--- config.mk ---
export PLATFORM = sky130hd
export DESIGN_NAME = display_rx
export DESIGN_NICKNAME = d
export VERILOG_FILES = /design/src/rtl/display_rx_pkg.sv /design/src/rtl/display_rx_seg7_decode.sv /design/src/rtl/display_rx.sv
export SDC_FILE = /design/constraint.sdc
export NUM_CORES = 1
export LEC_CHECK = 0
export CAP_MARGIN = 20
export CELL_PAD_IN_SITES_DETAIL_PLACEMENT = 0
export CELL_PAD_IN_SITES_GLOBAL_PLACEMENT = 1
export CORE_AREA = 2 2 79 81
export DETAILED_ROUTE_END_ITERATION = 12
export DIE_AREA = 0 0 81 83
export GPL_TIMING_DRIVEN = 0
export HOLD_SLACK_MARGIN = 0.05
export PLACE_DENSITY = 0.88
export SETUP_SLACK_MARGIN = 0.1
export SKIP_CTS_REPAIR_TIMING = 1
export SLEW_MARGIN = 10
export SYNTH_ARGS = -nofsm -noshare
export SYNTH_HDL_FRONTEND = slang
export SYNTH_SLANG_ARGS = --single-unit
--- constraint.sdc ---
create_clock -name clk -period 3.3 [get_ports clk]
set_input_delay 0.33 -clock clk [delete_from_list [all_inputs] [get_ports clk]]
set_output_delay 0.33 -clock clk [all_outputs]
set_load 0.02 [all_outputs]
--- src/rtl/display_rx_pkg.sv ---
// display_rx_pkg
//   Shared types and constants for the display_rx receiver:
//   - rx_state_t    : receive FSM states (IDLE, SHIFT, STOP, DRAIN)
//   - FRAME_BITS_DEF: default serial frame length in bits
//   - SEG_TABLE     : active-low {g,f,e,d,c,b,a} patterns for BCD 0-9
//   - SEG_BLANK     : all segments off
package display_rx_pkg;

   typedef enum logic [1:0] {
      IDLE,
      SHIFT,
      STOP,
      DRAIN
   } rx_state_t;

   localparam int unsigned FRAME_BITS_DEF = 16;

   localparam logic [6:0] SEG_BLANK = 7'h7F;

   // Entry i is the pattern for digit i.
   localparam logic [9:0][6:0] SEG_TABLE = {
      7'h10,   // 9
      7'h00,   // 8
      7'h78,   // 7
      7'h02,   // 6
      7'h12,   // 5
      7'h19,   // 4
      7'h30,   // 3
      7'h24,   // 2
      7'h79,   // 1
      7'h40    // 0
   };

endpackage

--- src/rtl/display_rx_seg7_decode.sv ---
// seg7_decode
//   Combinational BCD to 7-segment decoder.
//   Ports:
//     nibble : 4-bit BCD digit
//     seg_n  : segments {g,f,e,d,c,b,a}, active-low; 10-15 decode to blank
module seg7_decode
   import display_rx_pkg::*;
(
   input  logic [3:0] nibble,
   output logic [6:0] seg_n
);

   always_comb begin
      seg_n = SEG_BLANK;
      if (nibble < 4'd10) begin
         seg_n = SEG_TABLE[nibble];
      end
   end

endmodule

--- src/rtl/display_rx.sv ---
// display_rx
//   Receiving end of the serial display link. Deserializes a BCD frame sent
//   MSB first while ser_frame is high, checks its length, holds the last good
//   frame on bcd_out and scans it onto a multiplexed 7-segment display.
//   Ports:
//     clk         : link data clock, rising edge
//     rst         : synchronous reset, active-low
//     ser_data    : serial data bit, valid while ser_frame is high
//     ser_frame   : frame enable from the transmitter
//     bcd_out     : last accepted frame, digit 3 in the top nibble
//     frame_valid : one-cycle pulse coincident with a bcd_out update
//     frame_err   : one-cycle pulse on a rejected frame
//     seg         : segments {g,f,e,d,c,b,a}, active-low
//     an          : digit anodes, one-hot active-low
//   Build option:
//     DISPLAY_RX_BCD_CHECK_EN : reject frames containing a nibble above 9
module display_rx
   import display_rx_pkg::*;
#(
   parameter int unsigned FRAME_BITS  = FRAME_BITS_DEF,
   parameter int unsigned DIGITS      = 4,
   parameter int unsigned REFRESH_DIV = 64
)(
   input  logic                  clk,
   input  logic                  rst,
   input  logic                  ser_data,
   input  logic                  ser_frame,
   output logic [FRAME_BITS-1:0] bcd_out,
   output logic                  frame_valid,
   output logic                  frame_err,
   output logic [6:0]            seg,
   output logic [DIGITS-1:0]     an
);

   localparam int unsigned CNT_W = $clog2(FRAME_BITS + 1);
   localparam int unsigned REF_W = $clog2(REFRESH_DIV);
   localparam int unsigned DIG_W = (DIGITS > 1) ? $clog2(DIGITS) : 1;

   rx_state_t             state;
   logic [FRAME_BITS-1:0] sreg;
   logic [CNT_W-1:0]      cnt;
   logic                  commit_pend;

   logic [REF_W-1:0]      ref_cnt;
   logic [DIG_W-1:0]      digit_idx;
   logic [3:0]            nibble;
   logic [6:0]            seg_dec;

`ifdef DISPLAY_RX_BCD_CHECK_EN
   logic bcd_bad;

   always_comb begin
      bcd_bad = 1'b0;
      for (int unsigned i = 0; i < DIGITS; i++) begin
         if (sreg[4*i +: 4] > 4'd9) begin
            bcd_bad = 1'b1;
         end
      end
   end
`endif

   // Receive FSM. Acceptance is decided in STOP and staged through
   // commit_pend so bcd_out/frame_valid land two edges after the last bit.
   // A frame starting right after STOP overwrites sreg on the same edge the
   // staged value is copied out, which is safe with non-blocking updates.
   always_ff @(posedge clk) begin
      if (!rst) begin
         state       <= IDLE;
         sreg        <= '0;
         cnt         <= '0;
         commit_pend <= 1'b0;
         bcd_out     <= '0;
         frame_valid <= 1'b0;
         frame_err   <= 1'b0;
      end else begin
         frame_valid <= 1'b0;
         frame_err   <= 1'b0;
         commit_pend <= 1'b0;

         if (commit_pend) begin
            bcd_out     <= sreg;
            frame_valid <= 1'b1;
         end

         case (state)
            IDLE: begin
               if (ser_frame) begin
                  sreg  <= FRAME_BITS'(ser_data);
                  cnt   <= CNT_W'(1);
                  state <= SHIFT;
               end
            end

            SHIFT: begin
               if (ser_frame) begin
                  sreg <= {sreg[FRAME_BITS-2:0], ser_data};
                  cnt  <= cnt + CNT_W'(1);
                  if (cnt == CNT_W'(FRAME_BITS - 1)) begin
                     state <= STOP;
                  end
               end else begin
                  frame_err <= 1'b1;
                  state     <= IDLE;
               end
            end

            STOP: begin
               if (ser_frame) begin
                  frame_err <= 1'b1;
                  state     <= DRAIN;
               end else begin
`ifdef DISPLAY_RX_BCD_CHECK_EN
                  if (bcd_bad) begin
                     frame_err <= 1'b1;
                  end else begin
                     commit_pend <= 1'b1;
                  end
`else
                  commit_pend <= 1'b1;
`endif
                  state <= IDLE;
               end
            end

            DRAIN: begin
               if (!ser_frame) begin
                  state <= IDLE;
               end
            end

            default: state <= IDLE;
         endcase
      end
   end

   // Display scan. seg and an are registered together from the same digit
   // index, so exactly one anode is ever low.
   always_comb begin
      nibble = bcd_out[{digit_idx, 2'b00} +: 4];
   end

   seg7_decode u_seg7_decode (
      .nibble (nibble),
      .seg_n  (seg_dec)
   );

   always_ff @(posedge clk) begin
      if (!rst) begin
         ref_cnt   <= '0;
         digit_idx <= '0;
         seg       <= SEG_BLANK;
         an        <= '1;
      end else begin
         seg <= seg_dec;
         an  <= ~(DIGITS'(1) << digit_idx);
         if (ref_cnt == REF_W'(REFRESH_DIV - 1)) begin
            ref_cnt <= '0;
            if (digit_idx == DIG_W'(DIGITS - 1)) begin
               digit_idx <= '0;
            end else begin
               digit_idx <= digit_idx + DIG_W'(1);
            end
         end else begin
            ref_cnt <= ref_cnt + REF_W'(1);
         end
      end
   end

endmodule

==> metrics.cfg <==
[status]
status = complete, no violations

[power_and_ir_drop]
switching_share_pct = 20.7
power.switching_mw = 0.323
internal-power_mw = 1.24
p_leak_nw = 1.13
vdd_drop_max_uv = 332
seq_power_share_pct = 48.2
combPwrFrac_pct = 4.1
clkPwrFrac_pct = 47.7
cellPowerDensity_mw_per_mm2 = 491
power_mw = 1.56

[layout]
layout.nets = 318
final_area_sq_mm = 0.00318
area_growth_syn_to_layout_pct = 24.7
final_core_util_pct = 54.6
drive_above_1_share_pct = 8.14
instances_no_fill = 382
antenna_cells = 0

[sta]
hold_viol = 0
worst_pin_slew_ns = 0.463
rsz0062_at_grt = no
period_minus_slack_ns = 1.94
min_period_over_period_pct = 58.7
setup_viol = 0
fmax_ghz = 0.517
max_slew_margin_pct = 69.1
timing.final.ws_setup_ns = 1.36
finalHoldWorstSlack_ns = 0.365
maxSlewViolCount = 0
fin_skew_ns = 0.00490
finalSetupTns_ns = 0

[global_route]
overflow = 0
grt_max_degree = 11
grt.busiest_layer = met2
grtUsageMet2_pct = 26.9
grt_util_met1_pct = 23.6
globalRouteMet3Util_pct = 5.11
grt_pass1_vias = 1809
gr-usage-all-layers_pct = 17.9
antenna_found_initial = 0
grt_pass1_wl_um = 9000

[drt]
wl_per_cell_um = 14.0
routed_wl_um = 5360
num_vias = 1883
drt_pass1_iterations = 5
ant_nets = 0
drt_iter0_markers = 69
drcViolationCount = 0
vias_per_cell = 4.93

[run]
drv_cap = 0

[floorplan]
die_w_um = 81
design.die.area_sq_mm = 0.00672
die_h_um = 83
initial_core_util_pct = 43.8
core-area_sq_mm = 0.00582
num_io_pins = 33
core.rowCount = 28

[cts]
cts_buffer_depth = 2
cts.reportedPaths.clkPinSlew_ns = 0.07
clk_latency_ns = 0.33
cts_tree = yes
htree_levels = 3
root_buffer = clkbuf_8
numCtsBuffers = 9
numClockSinks = 61

[yosys]
synth.most_common_cell = dfxtp_1
syn_nets = 276
synth-main-ff-cell = dfxtp_1
yosysWarnings = 0
synth_common_cells = 61 x dfxtp_1, 33 x nand2_1, 21 x a21boi_0
async_reset_ff_share_pct = 0
syn_avg_cell_area_sq_um = 9.80
syn_inst = 260
synth-seq-area-share_pct = 47.9
netlist_area_sq_mm = 0.00255
yosys.area.top_type = dfxtp_1
synth_area_leaders = dfxtp_1 48%, mux2i_1 7.9%, a21boi_0 6.2%
ys_types = 32
synth_top_area_share_pct = 47.9
ys_ff_latch = 61
synth-edff-count = 0

[worst_setup_path]
startpoint_type = flip-flop
reg2reg_depth = 6
end_kind = flip-flop
crit_arrival_ns = 2.13
critical_path.cell_chain = buf_6 > mux4_1 > inv_1 > ha_1 > a21oi_1 > o21ai_0
regToRegSetupSlack_ns = 1.36
path_class = flip-flop to flip-flop
reg2reg_to = seg[1]
max_stage_delay_ns = 0.64
endpoint = seg[1]
critPathLaunch = digit_idx[0]
worstPathMaxFanout = 7
cp_data_required_time_ns = 3.49
cp_slowest_cell = mux4_1
r2r-start = digit_idx[0]

[placement]
pre_cts_ws_ns = 1.36
hpwl_um = 3810
placed_cells = 366
placed_cell_area_sq_mm = 0.00295
port_buffers = 31
gp_congestion = 0.774

[min_path]
hp-class = input pin to flip-flop

## how the worst min path moves through the flow
stage	start	to	slack (ns)	cells past startpoint
floorplan	ser_frame	commit_pend	0.41	1
global placement	ref_cnt[0]	ref_cnt[0]	0.43	1
detailed placement	ref_cnt[0]	ref_cnt[0]	0.45	1
CTS	rst	digit_idx[0]	0.34	2
global route	rst	digit_idx[0]	0.34	2
finish	rst	cnt[1]	0.36	2
## power by group through the flow
stage	clock [mW]	sequential [mW]	combinational (mW)
detailed placement	0	0.769	0.0640
CTS	0.766	0.752	0.0643
global placement	0	0.768	0.0640
finish	0.745	0.752	0.0640
global route	0.803	0.753	0.0699
floorplan	0	0.774	0.0339
## final cells by class
class / instances / area (sq um)
Tap cell: 75 / 93.8
Fill cell: 558 / 2640
Sequential cell: 61 / 1220
Clock buffer: 12 / 155
Timing Repair Buffer: 31 / 310
Buffer: 16 / 71.3
Multi-Input combinational cell: 174 / 1220
Inverter: 9 / 33.8
Clock inverter: 4 / 70.1
## cell usage in the layout, fill, tap and decap left out, types with 4 or more instances in the layout
cell	netlist	routed
clkbuf_8	0	11
a21boi_0	21	21
ha_1	12	12
nand2_1	33	33
mux2i_1	20	20
nor2_1	9	9
o21ai_0	4	4
and3_1	4	4
nor2b_1	20	20
clkdlybuf4s50_1	0	31
dfxtp_1	61	61
clkbuf_1	12	13
inv_1	9	9
nand3_1	20	20
and2_1	4	4
## flip-flops by register name, summed over array words and instances (netlist names)
name	cells
seg	7
cnt	5
an	4
frame_err	1
digit_idx	2
bcd_out	16
state	2
frame_valid	1
sreg	16
commit_pend	1
ref_cnt	6
## critical path: cells and delay by family (launching register included)
kind / cells / cell delay, ns
flip-flops: 1 / 0.38
adder cells (fa/ha/maj): 1 / 0.27
AO/OA/AOI/OAI: 2 / 0.20
buffers and inverters: 2 / 0.32
multiplexers: 1 / 0.64
## metal layers
layer	up-vias	part of all wire, %
li1	967	-
met1	872	48
met2	42	48
met3	2	4.1
met4	0	0.75
met5	-	0
## kinds of logic after synthesis
logic type               Yosys count  synth area share, %
buffers and inverters             25                 4.12
XOR/XNOR                           4                 1.37
AND/OR/NAND/NOR                   98                 19.5
multiplexers                      24                 11.5
adder cells (fa/ha/maj)           12                 5.89
AO/OA/AOI/OAI                     36                 9.67
flip-flops                        61                 47.9
Power figures use the tool's default switching activity.
